===== src/rtl/online_pkg.sv =====
// Shared definitions for the online arithmetic stages: signed-digit codes,
// converter state encoding and the borrow-save digit decoder.
package online_pkg;

  localparam logic [1:0] SD_POS  = 2'b10;
  localparam logic [1:0] SD_NEG  = 2'b01;
  localparam logic [1:0] SD_ZERO = 2'b00;

  typedef enum logic {
    S_ACC = 1'b0,
    S_OUT = 1'b1
  } otf_state_e;

  // Borrow-save digit value x[1] - x[0]; 11 is a redundant zero.
  function automatic logic signed [1:0] sd_decode(input logic [1:0] d);
    case (d)
      SD_POS:  return 2'sd1;
      SD_NEG:  return -2'sd1;
      default: return 2'sd0;
    endcase
  endfunction

endpackage


===== src/rtl/online_otf_converter.sv =====
// On-the-fly conversion of an MSD-first radix-2 signed-digit stream into a
// two's-complement word, handed off through a valid/ready output port.
module online_otf_converter
  import online_pkg::*;
#(
  parameter int unsigned N = 8
) (
  input  logic         clk,
  input  logic         rst_n,
  input  logic [1:0]   x,
  input  logic         In_vld,
  output logic         In_rdy,
  input  logic         Out_rdy,
  output logic [N:0]   res,
  output logic         Out_vld
);

  localparam int unsigned W  = N + 1;
  localparam int unsigned CW = $clog2(N + 1);

  otf_state_e          state_q, state_d;
  logic [W-1:0]        q, qm, q_nxt, qm_nxt;
  logic [CW-1:0]       cnt;
  logic signed [1:0]   dig;
  logic                accept, last, release_out;

  assign In_rdy  = (state_q == S_ACC);
  assign Out_vld = (state_q == S_OUT);

  assign accept      = In_rdy && In_vld;
  assign last        = accept && (cnt == CW'(N - 1));
  assign release_out = Out_vld && Out_rdy;

  // Q/QM selection keeps QM == Q - 1 so no carry ever propagates.
  always_comb begin
    q_nxt  = q;
    qm_nxt = qm;
    dig    = sd_decode(x);
    if (dig == 2'sd1) begin
      q_nxt  = {q[W-2:0], 1'b1};
      qm_nxt = {q[W-2:0], 1'b0};
    end else if (dig == -2'sd1) begin
      q_nxt  = {qm[W-2:0], 1'b1};
      qm_nxt = {qm[W-2:0], 1'b0};
    end else begin
      q_nxt  = {q[W-2:0], 1'b0};
      qm_nxt = {qm[W-2:0], 1'b1};
    end
  end

  // Next-state logic.
  always_comb begin
    state_d = state_q;
    case (state_q)
      S_ACC:   if (last) state_d = S_OUT;
      S_OUT:   if (Out_rdy) state_d = S_ACC;
      default: state_d = S_ACC;
    endcase
  end

  always_ff @(posedge clk or negedge rst_n) begin
    if (!rst_n) state_q <= S_ACC;
    else        state_q <= state_d;
  end

  // Conversion registers and the held result.
  always_ff @(posedge clk or negedge rst_n) begin
    if (!rst_n) begin
      q   <= '0;
      qm  <= '1;
      cnt <= '0;
      res <= '0;
    end else if (accept) begin
      q   <= q_nxt;
      qm  <= qm_nxt;
      cnt <= cnt + CW'(1);
      if (last) res <= q_nxt;
    end else if (release_out) begin
      q   <= '0;
      qm  <= '1;
      cnt <= '0;
    end
  end

endmodule


===== config.mk =====
export PLATFORM = sky130hd
export DESIGN_NAME = online_otf_converter
export DESIGN_NICKNAME = d
export VERILOG_FILES = /design/src/rtl/online_pkg.sv /design/src/rtl/online_otf_converter.sv
export SDC_FILE = /design/constraint.sdc
export NUM_CORES = 1
export LEC_CHECK = 0
export ABC_CLOCK_PERIOD_IN_PS = 4150
export BUFFER_PORTS_ARGS = -buffer_cell sky130_fd_sc_hd__buf_4
export CORE_ASPECT_RATIO = 0.8
export CORE_UTILIZATION = 55
export DETAILED_ROUTE_END_ITERATION = 10
export HOLD_SLACK_MARGIN = 0.05
export PLACE_DENSITY = 0.81
export SLEW_MARGIN = 20
export SYNTH_ARGS = -nofsm -noshare
export SYNTH_HDL_FRONTEND = slang
export SYNTH_SLANG_ARGS = --single-unit

===== constraint.sdc =====
create_clock -name clk -period 4.15 [get_ports clk]
set_input_delay 0.415 -clock clk [delete_from_list [all_inputs] [get_ports clk]]
set_output_delay 0.415 -clock clk [all_outputs]
set_load 0.02 [all_outputs]

==> results summary, run 1 <==
The run finished with clean final reports. The DRC violations left came out at 0. In the finished design, the share of the clock period the worst path needs comes to 0.5109.

The count of final setup violators is 0. The area of the die is 0.002705 mm^2. The post-synthesis cell count is 111. The startpoint identified for the worst hold timing path is Out_rdy. The die height is 46.72 um. The largest driver fanout on the critical path is 14. The register bit total from synthesis is 30. When the netlist entered floorplanning its net count stood at 120. The number of global-route vias before repair is 849. Once detail routing completed, the nets flagged for antenna violations numbered 0. The clock latency at the later pin of the worst-skew pair came out at 0.31 ns.

The fraction of registers with async set or reset after synthesis is 1.000. Among cell families on the critical path, the largest total delay comes from simple AND/OR/NAND/NOR gates. The max-cap check violation count came out at 0. Of the total power, the share spent switching nets is 0.3206. The average wire length per cell after detail routing came out at 16.25 um. The core region is 0.002252 mm^2. The TritonCTS clock tree is built.

The kind of critical path is flip-flop to flip-flop. Among all flip-flop cells after synthesis, the most frequent one is sky130_fd_sc_hd__dfrtp_1. The number of warning messages in the yosys log came out at 0. The timing startpoint of the critical path is Out_vld. The initialized floorplan defines 15 standard-cell rows. The aggregate routed wire length came out at 2551 um. The number of distinct standard cells referenced by the synthesized netlist came out at 21. The worst setup path is captured at a flip-flop.

The count of port buffers added during placement came out at 16. The maximum buffer depth of the clock tree is 2. The count of endpoints failing hold in the final timing report came to 0.

The relative max-transition margin came out at 0.4107. The final-report max-slew violation count is 0. The final global-route overflow total is 0.

STA classifies the critical path startpoint as a flip-flop. The starting density of the core is 0.6106. The worst clock skew came out at 0.002064 ns.

The synthesized design spends more area on one cell type than any other, namely sky130_fd_sc_hd__dfrtp_1. The antenna cell count is 0. The estimated wirelength of the detail-placed design came out at 1662 um. The maximum number of pins on one net before global-route repair is 31.

By area the synthesized netlist is led by sky130_fd_sc_hd__dfrtp_1 40%, sky130_fd_sc_hd__dfstp_2 15%, sky130_fd_sc_hd__mux2i_1 12%. The number of antenna violations at the first check in global routing came out at 0. Hold timing on the final database bottoms out at a slack of 0.4203 ns. The clock transition time at the flip-flop clock pins of the worst setup and hold paths is 0.09 ns. The cell internal power dissipation came out at 0.0006830 W.

The fraction of layout cells with a size suffix above 1 is 0.3333. The type of the most critical hold path is primary input to flip-flop. The share of total power dissipated in combinational logic is 0.303. The clock buffer count from CTS is 5. The first routing iteration left 15 violations.

The total number of clock tree sinks came out at 30. The final weighted congestion in routability-driven placement is 0.7084. The number of flops mapped to enable cells by yosys came out at 0. The average size of a mapped cell came out at 12.39 um^2. The fraction of power consumed by sequential logic is 0.486.

The required time of the critical path is 4.36 ns. In the final timing run, aggregate negative setup slack is 0 ns. The static leakage power came out at 0.7608 nW. The final net count came out at 140. The horizontal die dimension is 57.91 um. The area added between synthesis and finish is 15.83%. The power density over cell area came out at 631.2 mW/mm^2.

The upper clock frequency limit came out at 471.7 MHz. The data arrival at the endpoint of the critical path is 2.33 ns. The source of the worst register-to-register timing path is Out_vld.

CTS built an H-tree with a depth of 2. The portion of total power attributed to the clock network came out at 0.211. Across every metal layer, demand over resource in global routing totals 0.2164. The signal on the critical path passes through nor2b_2 -> and4b_1 -> mux2_4.

In this run the cell area of the synthesized design comes to 0.001375 mm^2. The worst supply voltage drop on vdd is 0.0003192 V. The global-route wire length before repair is 4146 um.

The post-layout minimum cycle time came out at 2.120 ns. The sequential cell area fraction in the yosys report came out at 0.5532. For this design the top-level I/O count stands at 17. The net load switching power is 0.0003223 W.

Of the post-synthesis cell area, the dominant cell type holds 0.4004. At the pin with the least slew margin, the transition time is 0.8594 ns. The buffers plus inverters on the worst setup path came out at 0.

Setup repair after global routing left no endpoint under its margin. The delay of the slowest cell on the worst path is 0.72 ns. The post-cts repair resize count came out at 0.

Clock tree synthesis selected as its root buffer the cell sky130_fd_sc_hd__clkbuf_4. The routed layout has 884 vias. For this run, the detailed router's first-pass iteration total came to 4. On the critical path, the stage with the largest delay is an instance of sky130_fd_sc_hd__and4b_1. In the routed layout, each cell is associated on average with a via count of 5.631.
-- state kept, by name, indices dropped and copies added, names as in the netlist --
register / cells
qm: 8
cnt: 4
res: 9
Out_vld: 1
q: 8
-- cell families (layout without fill, tap and decap cells) --
kind of cell,Yosys count,count (layout),synth area share
AO/OA/AOI/OAI,22,22,0.1001
adder cells (fa/ha/maj),3,3,0.02730
buffers and inverters,12,33,0.03822
flip-flops,30,30,0.5532
multiplexers,27,27,0.2202
AND/OR/NAND/NOR,17,17,0.06098
-- path summary, 6_finish.rpt --
path,endpoint,slack (ns),cells after the start
max reg2reg,res[4],2.03,3
min in group asynchronous,cnt[0],0.55,2
max,res[4],2.03,3
min,Out_vld,0.42,3
max in group asynchronous,qm[3],3.28,2
min reg2reg,cnt[3],0.47,1
-- per-layer routing --
metal	part of all wire	GRT usage	routed length [um]
met2	0.47	0.3448	1194
met1	0.48	0.2932	1217
met4	0	0.08571	0
met3	0.054	0.05056	139
met5	0	0	0
-- layout make-up --
| class | instances | area (um^2) |
|---|---|---|
| clock buffers | 8 | 78.83 |
| repair buffers | 17 | 130.1 |
| multi-input cells | 69 | 561.8 |
| well taps | 25 | 31.28 |
| inverters | 8 | 30.03 |
| fillers | 161 | 659.4 |
| flip-flops and latches | 30 | 760.7 |
-- power by group through the flow --
stage / Sequential, W / Combinational, W / Clock [W]
final: 0.000488 / 0.000305 / 0.000212
after global routing: 0.000503 / 0.000336 / 0.000228
after CTS: 0.000488 / 0.000308 / 0.000217
after detailed placement: 0.000491 / 0.000303 / 0
after global placement: 0.000484 / 0.000294 / 0
after floorplan: 0.000515 / 0.000165 / 0
-- per-stage QoR --
| stage | instances | area, um^2 | setup WS (ns) | power [W] | utilization |
|---|---|---|---|---|---|
| after detailed placement | 148 | 1504 | 1.983 | 0.0007938 | 0.6678 |
| final | 157 | 1593 | 2.030 | 0.001005 | 0.7072 |
| after CTS | 157 | 1593 | 2.037 | 0.001014 | 0.7072 |
| after global routing | 157 | 1593 | 1.927 | 0.001067 | 0.7072 |
| after global placement | 148 | 1504 | 2.026 | 0.0007782 | 0.6678 |
| after floorplan | 111 | 1375 | 2.517 | 0.0006806 | - |
-- cell usage after synthesis (5+ instances only) --
master and instances:
sky130_fd_sc_hd__mux2i_1 16, sky130_fd_sc_hd__nand2_1 5, sky130_fd_sc_hd__mux2_2 6, sky130_fd_sc_hd__dfstp_2 8, sky130_fd_sc_hd__inv_1 8, sky130_fd_sc_hd__mux2_4 5
sky130_fd_sc_hd__a22o_1 5, sky130_fd_sc_hd__o21ai_0 7, sky130_fd_sc_hd__dfrtp_1 22, sky130_fd_sc_hd__nor2_1 7, sky130_fd_sc_hd__a21oi_1 7
-- timing repair --
action	CTS	global route
buffers inserted	0	0
hold buffers	1	0
hold endpoints to repair	22	0
-- cell usage in the layout (no fill, tap or decap) --
cell,synthesis,routed
sky130_fd_sc_hd__dfrtp_1,22,22
sky130_fd_sc_hd__mux2i_1,16,16
sky130_fd_sc_hd__buf_4,0,16
sky130_fd_sc_hd__inv_1,8,8
sky130_fd_sc_hd__dfstp_2,8,8
sky130_fd_sc_hd__o21ai_0,7,7
sky130_fd_sc_hd__nor2_1,7,7
sky130_fd_sc_hd__a21oi_1,7,7
sky130_fd_sc_hd__mux2_2,6,6
sky130_fd_sc_hd__mux2_4,5,5
sky130_fd_sc_hd__nand2_1,5,5
sky130_fd_sc_hd__a22o_1,5,5
sky130_fd_sc_hd__clkbuf_4,0,5
sky130_fd_sc_hd__ha_1,3,3
sky130_fd_sc_hd__clkbuf_8,0,3
sky130_fd_sc_hd__a21o_1,2,2
sky130_fd_sc_hd__nor2b_2,1,1
sky130_fd_sc_hd__and4b_1,1,1
sky130_fd_sc_hd__nand2b_1,1,1
sky130_fd_sc_hd__nand4_1,1,1
sky130_fd_sc_hd__o22a_1,1,1
sky130_fd_sc_hd__nor3b_1,1,1
sky130_fd_sc_hd__dlygate4sd3_1,0,1
-- tightest hold or removal path: stages --
cell and delay [ns]:
sky130_fd_sc_hd__buf_4 0.12, sky130_fd_sc_hd__inv_1 0.06, sky130_fd_sc_hd__a21o_1 0.11
Note: power is estimated with default switching activity, not from simulation.
==> run 2: changes to the inputs <==
ABC_CLOCK_PERIOD_IN_PS = 2100   (was 4150)
clock period = 2.1 ns   (was 4.15 ns; I/O delays follow)
==> run 2 against run 1 <==
Net effect:
- design area up 1.4%
- power rose by 99%
- via count increased by 1.9%
- first-iteration DRC count grew 67%
- critical path depth rose by 1
- sequential share of layout area decreased by 0.67 points
- clock-buffer cell count stayed put
- worst setup slack lost 1.6 ns
- die area stayed put
- clock skew is 0.0059 ns higher
- wire length is 4.0% higher
==> results summary, run 2 (synthesis results as in run 1) <==
The kind of critical path is flip-flop to flip-flop. The cell with the largest stage delay on the worst path is sky130_fd_sc_hd__and4b_1. The TritonCTS clock tree is built. The commonest non-fill, non-tap cell in the layout is sky130_fd_sc_hd__dfrtp_1.

The clock tree synthesis step divided the H-tree into 2 levels. The critical path starts at Out_vld. The buffers inserted during post-CTS setup optimization came out at 0. The first global-routing pass estimated 4471 um of wire. The worst supply voltage drop on vdd came out at 0.0006508 V. In the routed layout, each cell is associated on average with a via count of 5.631.

The final weighted congestion in routability-driven placement came out at 0.7470. In the final layout, the registers with the most flip-flops are res: 9 flops, q: 8 flops, qm: 8 flops. The total vias in the final route is 901. Of the cells placed in the final design, the portion with a size suffix greater than 1 is 0.3481. The required time of the critical path came out at 2.35 ns. The upper clock frequency limit came out at 609.4 MHz.

TritonCTS created 5 clock buffers. The global router's overall resource usage is 0.2365. The floorplan step defined a core boundary enclosing 0.002252 mm^2. STA classifies the critical path endpoint as a flip-flop. The max-cap check violation count came out at 0. Walking the worst path, the cells encountered are nor2b_2 -> and4b_1 -> buf_4 -> mux2i_1. The first-pass iteration count of the detailed router came out at 4.

The run finished with clean final reports. The die height is 46.72 um. The delay of the slowest cell on the worst path came out at 0.53 ns.

The register with the most flip-flops in the final layout is res. The number of antenna violations at the first check in global routing came to 0. In the global route stage, met2 resource usage came out at 0.3747. The source of the worst register-to-register timing path is Out_vld.

The slew at the pin closest to its max-slew limit came out at 0.5068 ns. For this design the static power due to leakage is 0.7759 nW. Setup repair after global routing left no endpoint under its margin.

The initial utilization of the core area, before any placement, comes to 0.6106. The hold slack came out at 0.2163 ns. The iteration-0 DRC count of the detailed router is 25. In this run the horizontal extent of the chip is 57.91 um. The largest driver fanout on the critical path is 8. The antenna cell count is 0. The fraction of power consumed by sequential logic came out at 0.483. The type of the most critical hold path is primary input to flip-flop.

In the finished design, the share of the clock period the worst path needs comes to 0.7814. The library cells used most frequently in the layout, excluding fill and tap cells, are 22 x sky130_fd_sc_hd__dfrtp_1, 19 x sky130_fd_sc_hd__buf_4, 16 x sky130_fd_sc_hd__mux2i_1, 8 x sky130_fd_sc_hd__inv_1, 8 x sky130_fd_sc_hd__dfstp_2. The area added between synthesis and finish is 17.47%.

The register with the most flip-flops in the layout has 9 of them. The slack of the worst reg-to-reg path came out at 0.46 ns. In this run the critical register-to-register path is captured at res[7]. In the final routed layout, each cell accounts on average for 16.59 um. The die covers 0.002705 mm^2. The aggregate routed wire length is 2654 um. The cell row count is 15. The routing usage on met3 is 0.06180. The DRC violations left came out at 0.

The maximum number of pins on one net before global-route repair is 31. The count of endpoints failing hold in the final timing report is 0. met2 is the most crowded layer. At the end of the flow the core is filled with cells to 0.7172. After clock tree synthesis, the clock-pin slew on the worst setup and hold paths is 0.09 ns. The clock latency at the later pin of the worst-skew pair came out at 0.33 ns. The total power of the final layout is 0.002000 W.

The total I/O pin count is 17. No sink is reached through more buffers than the 2 on the longest clock path. The worst clock skew came out at 0.007978 ns. The number of global-route vias before repair came out at 948.

The worst path in the final design needs a cycle of 1.641 ns, including I/O delays and setup. Adding up every negative setup slack in the final design gives 0 ns. The count of final setup violators came out at 0.

The final global-route overflow total is 0. The summed area of non-filler cells in the final layout is 0.001615 mm^2. The relative max-transition margin came out at 0.6619.

The end point of the critical path is res[7]. The clock tree root driver cell is sky130_fd_sc_hd__clkbuf_4. In this run, post-CTS repair resized a total of 0 instances. STA puts the critical path data arrival time at 1.89 ns. The post-placement cell area came out at 0.001526 mm^2. The type of origin of the critical path is a flip-flop. The net load switching power is 0.0006438 W. The remaining antenna violation count after routing is 0. The total number of clock tree sinks is 30. The power density over cell area is 1238 mW/mm^2. The switching power as a share of total power is 0.3220. After legalization and detailed placement, the total HPWL measured 1858 um. The depth of the most critical reg-to-reg path came out at 4. The final-report max-slew violation count came out at 0. The share of total power dissipated in the clock network is 0.209. Buffers placed on the I/O ports in this run total 16. The cell internal power dissipation is 0.001356 W. For this run, global-route usage on met1 was measured as 0.3032. The proportion of power drawn by combinational gates came out at 0.308. The final net count is 143. The filler cells instantiated in the layout total 154.
-- run 2: per-stage QoR --
stage | instances | setup slack, ns
after global placement | 151 | 0.5249
after detailed placement | 151 | 0.4532
after CTS | 160 | 0.4381
after global routing | 160 | 0.3560
final | 160 | 0.4591
after floorplan | 111 | 0.6104
-- run 2: area by class of cell --
class	instances	area, um^2	area share
repair buffers	20	152.6	0.09450
well taps	25	31.28	0.01936
flip-flops and latches	30	760.7	0.4710
multi-input cells	69	561.8	0.3478
clock buffers	8	78.83	0.04880
inverters	8	30.03	0.01859
-- run 2: power by group through the flow --
stage	Clock, W	Sequential [W]	Combinational (W)
after floorplan	0	0.00102	0.000326
after global placement	0	0.000955	0.000593
after detailed placement	0	0.000971	0.000618
after CTS	0.000429	0.000965	0.000620
after global routing	0.000451	0.000994	0.000671
final	0.000417	0.000966	0.000617
-- run 2: per-layer routing --
metal	wire, um	vias up
li1	-	432
met1	1163	441
met2	1340	25
met3	128	3
met4	21	0
met5	0	-
-- run 2: how the worst min path moves through the flow --
stage,cells past startpoint,slack (ns),from,end
2_1_floorplan,0,-0.09,rst_n,Out_vld
3_3_place_gp,1,0.15,rst_n,res[0]
3_5_place_dp,1,0.15,rst_n,cnt[1]
4_1_cts,3,0.20,Out_rdy,Out_vld
5_1_grt,3,0.22,Out_rdy,Out_vld
6_report,3,0.22,Out_rdy,Out_vld
-- run 2: worst max-delay path: cells and delay by family, from the launching register on --
family / cells / cell delay, ns
buffers and inverters: 1 / 0.23
DFF: 1 / 0.46
and+or+nand+nor: 2 / 0.69
muxes: 1 / 0.18
-- run 2: repair_timing --
item,in CTS,in global routing
endpoints found under the setup margin,0,0
hold buffers,1,0
hold endpoints to repair,22,0
